$ cat config.mk
export PLATFORM = sky130hd
export DESIGN_NAME = sr_latch_arbiter
export DESIGN_NICKNAME = d
export VERILOG_FILES = /design/src/rtl/sr_ctrl_pkg.sv /design/src/rtl/rr_arb2.sv /design/src/rtl/sr_latch_arbiter.sv
export SDC_FILE = /design/constraint.sdc
export NUM_CORES = 1
export LEC_CHECK = 0
export CAP_MARGIN = 10
export CORE_MARGIN = 2
export CORE_UTILIZATION = 47
export DETAILED_ROUTE_END_ITERATION = 12
export MAX_ROUTING_LAYER = met4
export PLACE_DENSITY = 0.76
export RECOVER_POWER = 100
export SLEW_MARGIN = 20
export SYNTH_ARGS = -nofsm -noshare
export SYNTH_HDL_FRONTEND = slang
export SYNTH_SLANG_ARGS = --single-unit
$ cat constraint.sdc
create_clock -name clk -period 2.2 [get_ports clk]
set_input_delay 0.22 -clock clk [delete_from_list [all_inputs] [get_ports clk]]
set_output_delay 0.22 -clock clk [all_outputs]
set_load 0.02 [all_outputs]
$ cat src/rtl/sr_ctrl_pkg.sv
// Shared definitions for the SR latch controller.
//   state_t   : controller FSM states
//   CNT_W     : width of the pulse/gap down-counter
//   idx_width : latch-index width, max(1, clog2(n))
package sr_ctrl_pkg;

    typedef enum logic [1:0] {
        INIT,
        IDLE,
        PULSE,
        GAP
    } state_t;

    localparam int unsigned CNT_W = 4;

    function automatic int unsigned idx_width(input int unsigned n);
        return (n <= 2) ? 1 : $clog2(n);
    endfunction

endpackage

$ cat src/rtl/rr_arb2.sv
// Two-requester round-robin arbiter.
//   clk, rst     : clock, asynchronous active-high reset
//   enable       : grants may be issued this cycle
//   req_a, req_b : request lines
//   advance      : a grant was taken this cycle; remember who won
//   gnt_a, gnt_b : combinational one-hot grants
// After reset B is recorded as the last winner, so A wins the first tie.
module rr_arb2 (
    input  logic clk,
    input  logic rst,
    input  logic enable,
    input  logic req_a,
    input  logic req_b,
    input  logic advance,
    output logic gnt_a,
    output logic gnt_b
);

    logic last_a;

    always_ff @(posedge clk or posedge rst) begin
        if (rst) begin
            last_a <= 1'b0;
        end else if (advance) begin
            last_a <= gnt_a;
        end
    end

    always_comb begin
        gnt_a = enable & req_a & (~req_b | ~last_a);
        gnt_b = enable & req_b & (~req_a | last_a);
    end

endmodule

$ cat src/rtl/sr_latch_arbiter.sv
// Arbitrates set/reset commands from two requesters onto a bank of
// downstream SR latches, generating fixed-width S/R pulses separated by gaps.
//   clk, rst               : clock, asynchronous active-high reset
//   a_valid/a_set/a_idx    : requester A command (set=1, reset=0, target latch)
//   a_ready                : requester A accepted this cycle (combinational)
//   b_*                    : same for requester B
//   s_out, r_out           : per-latch set/reset drive
//   q_mirror               : recorded latch states
//   busy                   : controller not in IDLE
module sr_latch_arbiter
    import sr_ctrl_pkg::*;
#(
    parameter  int unsigned N_LATCH = 4,
    parameter  int unsigned PULSE_W = 2,
    parameter  int unsigned GAP_W   = 1,
    localparam int unsigned IDX_W   = idx_width(N_LATCH)
) (
    input  logic               clk,
    input  logic               rst,
    input  logic               a_valid,
    input  logic               a_set,
    input  logic [IDX_W-1:0]   a_idx,
    output logic               a_ready,
    input  logic               b_valid,
    input  logic               b_set,
    input  logic [IDX_W-1:0]   b_idx,
    output logic               b_ready,
    output logic [N_LATCH-1:0] s_out,
    output logic [N_LATCH-1:0] r_out,
    output logic [N_LATCH-1:0] q_mirror,
    output logic               busy
);

    localparam logic [CNT_W-1:0] PULSE_LOAD = CNT_W'(PULSE_W - 1);
    localparam logic [CNT_W-1:0] GAP_LOAD   = CNT_W'(GAP_W - 1);

    state_t             state;
    logic [CNT_W-1:0]   cnt;
    logic               cmd_set;
    logic [IDX_W-1:0]   cmd_idx;

    logic               gnt_a;
    logic               gnt_b;
    logic               accept;
    logic               sel_set;
    logic [IDX_W-1:0]   sel_idx;
    logic               sel_in_range;
    logic               sel_redundant;
    logic [N_LATCH-1:0] sel_mask;

    rr_arb2 u_arb (
        .clk     (clk),
        .rst     (rst),
        .enable  (state == IDLE),
        .req_a   (a_valid),
        .req_b   (b_valid),
        .advance (accept),
        .gnt_a   (gnt_a),
        .gnt_b   (gnt_b)
    );

    always_comb begin
        a_ready       = gnt_a;
        b_ready       = gnt_b;
        accept        = gnt_a | gnt_b;
        sel_set       = gnt_a ? a_set : b_set;
        sel_idx       = gnt_a ? a_idx : b_idx;
        sel_in_range  = int'(sel_idx) < int'(N_LATCH);
        sel_mask      = N_LATCH'(1) << sel_idx;
        sel_redundant = sel_in_range && (q_mirror[sel_idx] == sel_set);
        busy          = (state != IDLE);
    end

    always_ff @(posedge clk or posedge rst) begin
        if (rst) begin
            state    <= INIT;
            cnt      <= PULSE_LOAD;
            s_out    <= '0;
            r_out    <= '0;
            q_mirror <= '0;
            cmd_set  <= 1'b0;
            cmd_idx  <= '0;
        end else begin
            case (state)
                INIT: begin
                    // r_out is still clear only on the first edge after reset;
                    // that edge starts the drive and the count runs from there.
                    if (r_out != '1) begin
                        r_out <= '1;
                    end else if (cnt == '0) begin
                        r_out <= '0;
                        cnt   <= GAP_LOAD;
                        state <= GAP;
                    end else begin
                        cnt <= cnt - CNT_W'(1);
                    end
                end
                IDLE: begin
                    if (accept) begin
                        cmd_set <= sel_set;
                        cmd_idx <= sel_idx;
                        // Out-of-range and redundant commands are consumed silently.
                        if (sel_in_range && !sel_redundant) begin
                            state <= PULSE;
                            cnt   <= PULSE_LOAD;
                            if (sel_set) begin
                                s_out <= sel_mask;
                            end else begin
                                r_out <= sel_mask;
                            end
                        end
                    end
                end
                PULSE: begin
                    if (cnt == '0) begin
                        s_out             <= '0;
                        r_out             <= '0;
                        q_mirror[cmd_idx] <= cmd_set;
                        cnt               <= GAP_LOAD;
                        state             <= GAP;
                    end else begin
                        cnt <= cnt - CNT_W'(1);
                    end
                end
                GAP: begin
                    if (cnt == '0) begin
                        state <= IDLE;
                    end else begin
                        cnt <= cnt - CNT_W'(1);
                    end
                end
                default: begin
                    state <= INIT;
                end
            endcase
        end
    end

endmodule

==> flow_metrics.env <==
export IMPL_dr_max_layer_used="met4"
export IMPL_grtUsageTotal_pct=24.7
export IMPL_drv_cap=0
export IMPL_first_iter_violations=76
export IMPL_slowest_delay_ns=0.41
export IMPL_async_flop_share_pct=100
export IMPL_muxShareOfSynthArea_pct=9.99
export IMPL_grt_remaining_overflow=0
export IMPL_grt_pass1_wl_um=6270
export IMPL_tightest_slew_ns=1.21
export IMPL_finalSetupViolations=5
export IMPL_crit_type="flop to flop"
export IMPL_synth_cell_types=41
export IMPL_routed_wl_um=3730
export IMPL_synth_nets=165
export IMPL_cts_buffer_depth=2
export IMPL_critPathBufInv=1
export IMPL_clockRootBuffer="clkbuf_4"
export IMPL_cts_hold_buf=0
export IMPL_clkSinkCount=22
export IMPL_cts_reportedPaths_clkPinSlew_ns=0.13
export IMPL_synth_xor_area_share_pct=1.26
export IMPL_ant_nets=0
export IMPL_regArea_um2=552
export IMPL_synth_adder_area_share_pct=6.30
export IMPL_vias=1368
export IMPL_utilization_pct=69.7
export IMPL_outcome="finished with violations"
export IMPL_io_buffers=24
export IMPL_synth_compound_area_share_pct=20.3
export IMPL_wl_per_cell_um=16.5
export IMPL_ios=25
export IMPL_antennaDiodeCount=0
export IMPL_syn_avg_cell_area_um2=9.39
export IMPL_slew_viol_final=0
export IMPL_syn_to_final_growth_pct=39.5
export IMPL_drt_pre_antenna_iters=5
export IMPL_drc=0
export IMPL_synth_edff_count=0
export IMPL_fin_crit_sh_pct=102
export IMPL_clock_fmax_mhz=444
export IMPL_slowest_stage="dfrtp_1"
export IMPL_via_per_inst=6.05
export IMPL_worstSetupEndpointType="flop"
export IMPL_htreeDepth=1
export IMPL_synthSimpleGateAreaFrac_pct=19.5
export IMPL_netlist_instances=148
export IMPL_die_y_um=58.4
export IMPL_peakVddDrop_mv=1.31
export IMPL_start_util_pct=50.0
export IMPL_worst_slack_ns=-0.0512
export IMPL_dp_cells=219
export IMPL_dr_wl_met2_um=1730
export IMPL_grt_pass1_vias=1369
export IMPL_syn_area_mm2=0.00139
export IMPL_ys_dominant_reg_cell="dfrtp_1"
export IMPL_worstPathRequired_ns=2.42
export IMPL_grt_max_degree=23
export IMPL_multi_input_area_um2=885
export IMPL_instances_no_fill=226
export IMPL_maxSlewHeadroom_pct=19.1
export IMPL_hold_viol_final=0
export IMPL_critPathMaxFanout=6
export IMPL_dieWidth_um=58.4
export IMPL_met3_length_um=235
export IMPL_fillCellCount=191
export IMPL_fin_crit_ns=2.25
export IMPL_synth_top_family_by_area="compound AO/OA/AOI/OAI gates"
export IMPL_die_area_mm2=0.00341
export IMPL_fin_worst_skew_ns=0.00289
export IMPL_clk_latency_ns=0.32
export IMPL_power_density_mw_per_mm2=1470
export IMPL_cts_tree="yes"
export IMPL_final_layout_size_suffix_gt1_share_pct=23.1
export IMPL_ys_ff_latch=22
export IMPL_cp_start_kind="flop"
export IMPL_path_cells="inv_2 > ha_4 > nand2_4 > nor2_4 > mux2_4 > mux2i_4 > nand3_2 > a221o_1 > a22o_1"
export IMPL_crit_family="compound AO/OA/AOI/OAI gates"
export IMPL_dpl_hpwl_um=2750
export IMPL_final_nets=213
export IMPL_arrival_ns=2.47
export IMPL_wl_met1_um=1670
export IMPL_core_area_mm2=0.00278
export IMPL_placementRows=19
export IMPL_ys_seq_area_share_pct=39.7
export IMPL_rsz0062_at_grt="true"
export IMPL_leakage_nw=0.879
export IMPL_violations="setup timing"
export IMPL_ys_warn_count=0
export IMPL_cts_buffers=3
export IMPL_gp_congestion=0.872
export IMPL_antenna_found_initial=0
export IMPL_min_path_type="flop to flop"
synthesized netlist by cell type (all sizes together), types with 2 or more instances:
cell / number / share of area [%]
a22o: 6 / 3.8
nand2b: 2 / 0.90
dfrtp: 21 / 38
a2bb2oi: 2 / 1.3
o2bb2ai: 2 / 1.3
o21ai: 13 / 4.7
nor4: 2 / 0.90
nor2: 13 / 4.1
mux2i: 4 / 4.1
nand4: 2 / 0.90
inv: 8 / 2.2
and2: 4 / 1.8
a21oi: 6 / 2.2
ha: 7 / 6.3
a31o: 2 / 1.3
nand2: 22 / 6.1
nor4b: 2 / 1.3
buf: 2 / 0.81
mux2: 7 / 5.9
nand3: 2 / 1.1
a311oi: 2 / 1.3
nor3: 7 / 2.5
metal layers:
metal,global-route usage [%],vias to the layer above
li1,-,641
met1,32.7,642
met2,40.3,66
met3,3.08,19
met4,5.98,0
met5,-,-
report_power, final:
part           total, W  switching, W  internal, W
clock          0.000232      0.000131     0.000101
combinational   0.00186       0.00101     0.000848
sequential     0.000761      0.000168     0.000594
worst reg2reg max path: stages, from the launching register on:
cell and delay [ns]:
dfrtp_1 0.41, inv_2 0.08, ha_4 0.14, nand2_4 0.07, nor2_4 0.14, mux2_4 0.35, mux2i_4 0.22, nand3_2 0.11
a221o_1 0.38, a22o_1 0.26
area by class of cell:
| class | count | share of cell area [%] |
|---|---|---|
| tap | 31 | 2.00 |
| timing repair buffer | 45 | 20.5 |
| multi-input combinational | 116 | 45.6 |
| inverter | 8 | 1.55 |
| clock buffer | 4 | 1.87 |
| sequential | 22 | 28.5 |
layout by cell type (no fill, tap or decap), types with 5 or more instances in the layout:
master and count:
a22o_1 6, a21oi_1 6, o21ai_0 9, inv_1 7, buf_4 20, nand2_1 21, mux2_2 5, dlygate4sd3_1 13
nor2_1 12, nor3_1 7, ha_1 6, clkdlybuf4s50_1 8, dfrtp_1 21
what timing repair did:
action	in CTS	in global routing
buffers inserted	2	1
cloned	0	0
gates resized for setup	2	10
pin swaps	3	4
endpoints found under the setup margin	9	16
per-stage QoR:
step                      hold WS (ns)  cell area (um2)  setup WS [ns]  setup TNS [ns]  power [W]
after floorplan                  0.208             1410         -0.158          -0.761    0.00183
after global placement           0.477             1810         -0.204           -1.84    0.00240
after detailed placement         0.473             1810         -0.291           -2.53    0.00247
after CTS                        0.228             1870        -0.0494          -0.205    0.00276
after global routing             0.532             1940         -0.137          -0.936    0.00305
final                            0.501             1940        -0.0512          -0.135    0.00285
registers in the layout (all words and copies together) (netlist names):
name and flops:
cmd_idx 2, cmd_set 1, cnt 4, q_mirror 4, r_out 4, s_out 4, state 2, u_arb.last_a 1
worst paths after layout:
| path | startpoint | to | slack [ns] | cells after the start |
|---|---|---|---|---|
| worst max-delay path | state[1]$_DFFE_PP0P_ | r_out[2]$_DFFE_PP0P_ | -0.05 | 9 |
| worst min-delay path | s_out[1]$_DFFE_PP0P_ | s_out[1]$_DFFE_PP0P_ | 0.50 | 1 |
| worst max register to register | state[1]$_DFFE_PP0P_ | r_out[2]$_DFFE_PP0P_ | -0.05 | 9 |
| worst min register to register | s_out[1]$_DFFE_PP0P_ | s_out[1]$_DFFE_PP0P_ | 0.50 | 1 |
| max in group asynchronous | rst | r_out[3]$_DFFE_PP0P_ | 0.78 | 3 |
| min in group asynchronous | rst | s_out[3]$_DFFE_PP0P_ | 0.71 | 3 |
logic make-up (layout without fill, tap and decap cells):
logic type               Yosys count  count (layout)
multiplexers                      11              11
XOR/XNOR                           2               2
AND/OR/NAND/NOR                   56              56
flip-flops                        22              22
AO/OA/AOI/OAI                     40              40
buffers and inverters             10              57
adder cells (fa/ha/maj)            7               7
(Power assumes the default switching activity.)
